## src/rtl/day34_mux_2x1.sv

```systemverilog
// 2:1 WIDTH-bit data mux: combinational Out plus a one-cycle registered copy with valid and sel-toggle count.
// Optional registered even-parity output out_parity is enabled by defining MUX_PARITY_EN.
module day34_mux_2x1 #(
  parameter int WIDTH = 32,
  parameter int CNT_W = 16
) (
  input  logic             clk,
  input  logic             rst_n,
  input  logic [WIDTH-1:0] A,
  input  logic [WIDTH-1:0] B,
  input  logic             sel,
  input  logic             in_valid,
  output logic [WIDTH-1:0] Out,
  output logic [WIDTH-1:0] out_q,
  output logic             out_valid,
  output logic [CNT_W-1:0] sel_toggle_cnt
`ifdef MUX_PARITY_EN
  ,
  output logic             out_parity
`endif
);

  localparam logic [CNT_W-1:0] CNT_MAX = {CNT_W{1'b1}};
  localparam logic [CNT_W-1:0] CNT_ONE = {{(CNT_W-1){1'b0}}, 1'b1};

  logic [WIDTH-1:0] mux_val;
  logic             sel_b;
  logic [WIDTH-1:0] out_d;
  logic             valid_q, valid_d;
  logic [CNT_W-1:0] cnt_q, cnt_d;
  logic             last_sel_q, last_sel_d;

  // An if-statement (not ?:) so an unknown sel resolves to A rather than X.
  always_comb begin
    mux_val = A;
    sel_b   = 1'b0;
    if (sel) begin
      mux_val = B;
      sel_b   = 1'b1;
    end
  end

  assign Out = mux_val;

  always_comb begin
    out_d      = out_q;
    valid_d    = in_valid;
    cnt_d      = cnt_q;
    last_sel_d = last_sel_q;
    if (in_valid) begin
      out_d      = mux_val;
      last_sel_d = sel_b;
      if ((sel_b != last_sel_q) && (cnt_q != CNT_MAX)) begin
        cnt_d = cnt_q + CNT_ONE;
      end
    end
  end

  always_ff @(posedge clk or negedge rst_n) begin
    if (!rst_n) begin
      out_q      <= '0;
      valid_q    <= 1'b0;
      cnt_q      <= '0;
      last_sel_q <= 1'b0;
    end else begin
      out_q      <= out_d;
      valid_q    <= valid_d;
      cnt_q      <= cnt_d;
      last_sel_q <= last_sel_d;
    end
  end

  assign out_valid      = valid_q;
  assign sel_toggle_cnt = cnt_q;

`ifdef MUX_PARITY_EN
  logic parity_q, parity_d;

  always_comb begin
    parity_d = parity_q;
    if (in_valid) begin
      parity_d = ^mux_val;
    end
  end

  always_ff @(posedge clk or negedge rst_n) begin
    if (!rst_n) begin
      parity_q <= 1'b0;
    end else begin
      parity_q <= parity_d;
    end
  end

  assign out_parity = parity_q;
`endif

endmodule

```

## config.mk

```make
export PLATFORM = sky130hd
export DESIGN_NAME = day34_mux_2x1
export DESIGN_NICKNAME = d
export VERILOG_FILES = /design/src/rtl/day34_mux_2x1.sv
export SDC_FILE = /design/constraint.sdc
export NUM_CORES = 1
export LEC_CHECK = 0
export CORE_UTILIZATION = 34
export CTS_CLUSTER_DIAMETER = 50
export DETAILED_ROUTE_END_ITERATION = 10
export GPL_ROUTABILITY_DRIVEN = 1
export PLACE_DENSITY_LB_ADDON = 0.25
export SYNTH_ARGS = -nofsm -noshare
export SYNTH_HDL_FRONTEND = slang
export SYNTH_SLANG_ARGS = --single-unit
export TNS_END_PERCENT = 10
```

## constraint.sdc

```tcl
create_clock -name clk -period 1.65 [get_ports clk]
set_clock_uncertainty 0.05 [all_clocks]
set_input_delay 0.2475 -clock clk [delete_from_list [all_inputs] [get_ports clk]]
set_output_delay 0.2475 -clock clk [all_outputs]
set_load 0.02 [all_outputs]
```

### Word-level counts from Yosys, hierarchy flattened

Index checks and enable logic that the tools add are counted.

| storage, ports and cells | value |
|---|---|
| flip-flop bits (word level) | 50 |
| input port bits | 68 |
| output and inout port bits | 81 |

| cells by class | value |
|---|---|
| $add $sub $neg | 1 |
| eq/ne operators | 2 |
| multiplexer cells | 2 |
| reduce and logical (&&, ||, !) cells | 2 |

Operator list:

| cell | count |
|---|---|
| $mux W32 | 1 |
| $add A16 B1 Y16 const B | 1 |
| $ne A16 B16 Y1 const B | 1 |
| $reduce_and A2 Y1 | 1 |
| $logic_and A1 B1 Y1 | 1 |
| $mux W1 | 1 |
| $ne A1 B1 Y1 | 1 |

### Logic depth before layout (Yosys ltp)

| logic depth | value |
|---|---|
| depth after elaboration | 4 |
| depth in mapped cells | 5 |
| depth with buffers taken out | 5 |

### Worst setup path after synthesis

No wires, ideal clock.

| timing | value |
|---|---|
| kind | flip-flop to flip-flop |
| start | register cnt_q[0] (netlist: sel_toggle_cnt[0]) |
| end | register cnt_q[1] (netlist: sel_toggle_cnt[1]) |
| data arrival time | 1.695 ns |
| data required time | 1.475 ns |
| slack | -0.220 ns |
| cell stages (with the launch flop) | 6 |
| buffers on the path | 0 |
| cell sequence | dfrtp_1 > ha_1 > nand4_1 > nor4_4 > nor2_2 > mux2_4 |

| on the way | value |
|---|---|
| word-level cells in the longest chain between the ends | 3 |
| elaborated cells between the ends (all ways) | 4 |

RTL lines:

| item | line | RTL |
|---|---|---|
| start: declaration | 30 | `logic [CNT_W-1:0] cnt_q, cnt_d;` |
| start signal: assignment | 68 | `cnt_q <= cnt_d;` |
| parallel branches: the longest is 3 deep, another holds $add A16 B1 Y16 | n/a |  |

Several ways; the timed one is not identified.
A chain may end at the register's enable or synchronous reset.

### Worst setup path after layout

| timing | value |
|---|---|
| start | register cnt_q[1] (netlist: sel_toggle_cnt[1]) |
| end | register cnt_q[12] (netlist: sel_toggle_cnt[12]) |

Same word-level chain as after synthesis.

==> key figures <==
Drt
  – Antenna Nets Post-Route: 0
  – Initial drt markers: between 60 and 70
  – Drt wl/cell: 14.89 microns
  – Vias per cell: 4.680
  – Via count: around 2200
  – Total wire length: 6.878 mm
  – Drt pass-1 iters: 4
  – DRC Markers: 0

Layout
  – Area Growth Syn to Fin: 81.83%
  – Commonest non-fill, non-tap cell in the layout: clkdlybuf4s50_1
  – Nets: ~430
  – Commonest cells after routing, fill and taps aside: 97 x clkdlybuf4s50_1, 65 x mux2_2, 48 x dlygate4sd2_1
  – Non-Filler Instances: between 400 and 500
  – ANT cells: 0
  – Layout cells sized above 1: between 30 and 40%

Critical path
  – WS Path Type: reg2reg
  – Worst EP arrival: ~1900 ps
  – Critical path endpoint category: flop
  – Critical path peak fanout: 4
  – Nature of the critical path startpoint: flop
  – Slowest cell on the critical path: dfrtp_2
  – CP cell instances: ha_4 > nand4_1 > or2_4 > nor4_2 > xor2_1
  – Worst Path Required: between 1500 and 2000 ps
  – Max incr delay on CP: around 400 ps

Clocking
  – Clock slew at reported path FFs: 90 ps
  – CTS H-tree lvls: 2
  – Post-CTS Setup Bufs: 0
  – Clock Latency Late Sink: 300 ps
  – CTS tree: yes
  – CTS root buffer: clkbuf_8
  – CTS buffer count: 5
  – # clock sinks: 50
  – Clock Tree Buf Depth: 2

STA
  – Worst setup margin: -80.24 ps
  – Hold slack: 286.1 ps
  – RSZ-0062 raised after global routing: true
  – TNS Setup: -452.3 ps
  – Tcrit/Tclk final: 104.9%
  – Setup violators final: 7
  – Fin. Hold Viols: 0
  – Period minus WS final: about 1700 ps
  – Fmax: ~580 MHz
  – Max_slew headroom: 72.63%
  – Slew of the pin with the lowest slew margin: 409.0 ps
  – Max Slew Vio Count: 0

Worst hold path
  – Worst min path class: in2reg

Placed design
  – Detailed Place HPWL: roughly 5.2 mm
  – Placed insts: 453
  – PortBufs: 148
  – Gpl congestion: 0.8608

Die
  – Core ar.: a little under 7000 sq um
  – Initial Util: between 30% and 40%
  – Row cnt: 30
  – Die height: about 87 microns
  – Boundary Pins: ~150
  – Die area: between 7000 and 8000 sq um
  – Chip Width: just under 90 microns

Synth
  – Synth warn: 0
  – Syn_nets: 248
  – Register bit count reported by yosys: 50
  – Netlist cell types: 28
  – Post-synthesis cell area: ~2400 sq um
  – Sequential area share after synthesis: approximately half
  – Syn Area/Cell: roughly 14 sq um
  – Syn Inst Count: between 150 and 200

Global route
  – GRT met1 Usage: approximately 21%
  – Gr busiest metal: met2
  – Met2 GRT Util: around a third
  – Grt total ovfl: 0
  – Vias in the first global route: between 2000 and 2500
  – GR Util met3: 5.048%
  – Tot GR Track Use: between 10% and 20%
  – Initial antenna violation count: 0
  – First-pass GRT wire length: roughly 11 mm
  – Largest net degree at the start of global routing: between 50 and 60

Pwr
  – Maximum VDD drop: 0.8098 mV
  – LEAKAGE: around 2.0 nW
  – Pwr Density: just under 900 nW/um^2

Run status
  – Failing checks: setup timing
  – Outcome: finished with violations

Run
  – Max_cap viols: 0
## per-layer routing
layer / vias to the layer above / part of all wire, %
li1: 1016 / -
met1: 1037 / 40
met2: 100 / 50
met3: 9 / 8.7
met4: 0 / 1.2
met5: - / 0
## registers in the layout (all words and copies together), names as in the netlist
register,cells
sel_toggle_cnt,16
out_valid,1
last_sel_q,1
out_q,32
## worst paths after layout
path,start,endpoint,slack (ps),cells after the start
worst max register to register,sel_toggle_cnt[1],sel_toggle_cnt[12],-80,5
worst min register to register,out_q[5],out_q[5],460,1
worst max-delay path,sel_toggle_cnt[1],sel_toggle_cnt[12],-80,5
max in group asynchronous,rst_n,sel_toggle_cnt[9],900,3
worst min-delay path,in_valid,out_valid,290,2
min in group asynchronous,rst_n,sel_toggle_cnt[0],400,3
## cells in the mapped netlist
master	count	area share, %
nor3_1	6	1.2
nor2_2	1	0.26
ha_1	1	0.51
xnor2_1	1	0.36
nand3_1	3	0.61
and3_1	1	0.26
nor4_4	1	0.87
dfrtp_1	50	51
and4_1	1	0.36
nand4_4	1	0.87
mux2_4	1	0.61
nand2_1	5	0.77
nor4_1	6	1.5
nor2_1	1	0.15
mux2_2	65	30
and2_1	1	0.26
nand4_1	5	1.3
nand2_2	1	0.26
buf_1	1	0.15
buf_2	4	0.82
inv_1	1	0.15
xor2_1	14	5.0
buf_4	1	0.31
clkbuf_1	2	0.31
nor4b_1	2	0.72
xor2_2	1	0.67
nor3b_1	1	0.31
or2_1	1	0.26
## cell type report
| type | instances | area, sq um |
|---|---|---|
| fillers | 595 | 2424 |
| clock buffers | 7 | 76.32 |
| repair buffers | 187 | 1739 |
| clock inverters | 1 | 30.03 |
| well taps | 96 | 120.1 |
| inverters | 1 | 3.754 |
| flip-flops and latches | 50 | 1260 |
| multi-input cells | 120 | 1216 |
## cells by family after synthesis
kind of cell,Yosys count,share of synthesized area (%)
xor gates and xnor gates,16,6.039
adders and majority gates,1,0.5117
buffers and inverters,9,1.740
DFF,50,51.18
muxes,66,30.55
and+or+nand+nor,37,9.981
## metrics by stage
step	area (sq um)	power [mW]	util [%]	setup WS, ps
finish	4446	3.903	64.72	-80.24
global route	4446	4.117	64.72	-151.7
CTS	4418	3.957	64.32	-51.35
detailed placement	4337	3.186	63.13	-148.3
global placement	4337	3.151	63.13	-139.5
floorplan	2466	2.268	-	-44.39
## what timing repair did
action	4_1_cts	5_1_grt
hold buffers	1	0
hold endpoints to repair	50	0
gates resized for setup	52	5
endpoints found under the setup margin	57	16
pin swaps	1	0
## power by group
part | switching [mW] | internal, mW
clock network | 0.395 | 0.454
registers | 0.134 | 1.41
logic | 0.702 | 0.806
total | 1.23 | 2.67
## worst max-delay path, delay by kind of cell, from the launching register on
family | cells | cell delay (ps)
AND/OR/NAND/NOR | 3 | 890
XOR/XNOR | 1 | 180
flip-flops | 1 | 400
adder cells (fa/ha/maj) | 1 | 140
Power figures use the tool's default switching activity.
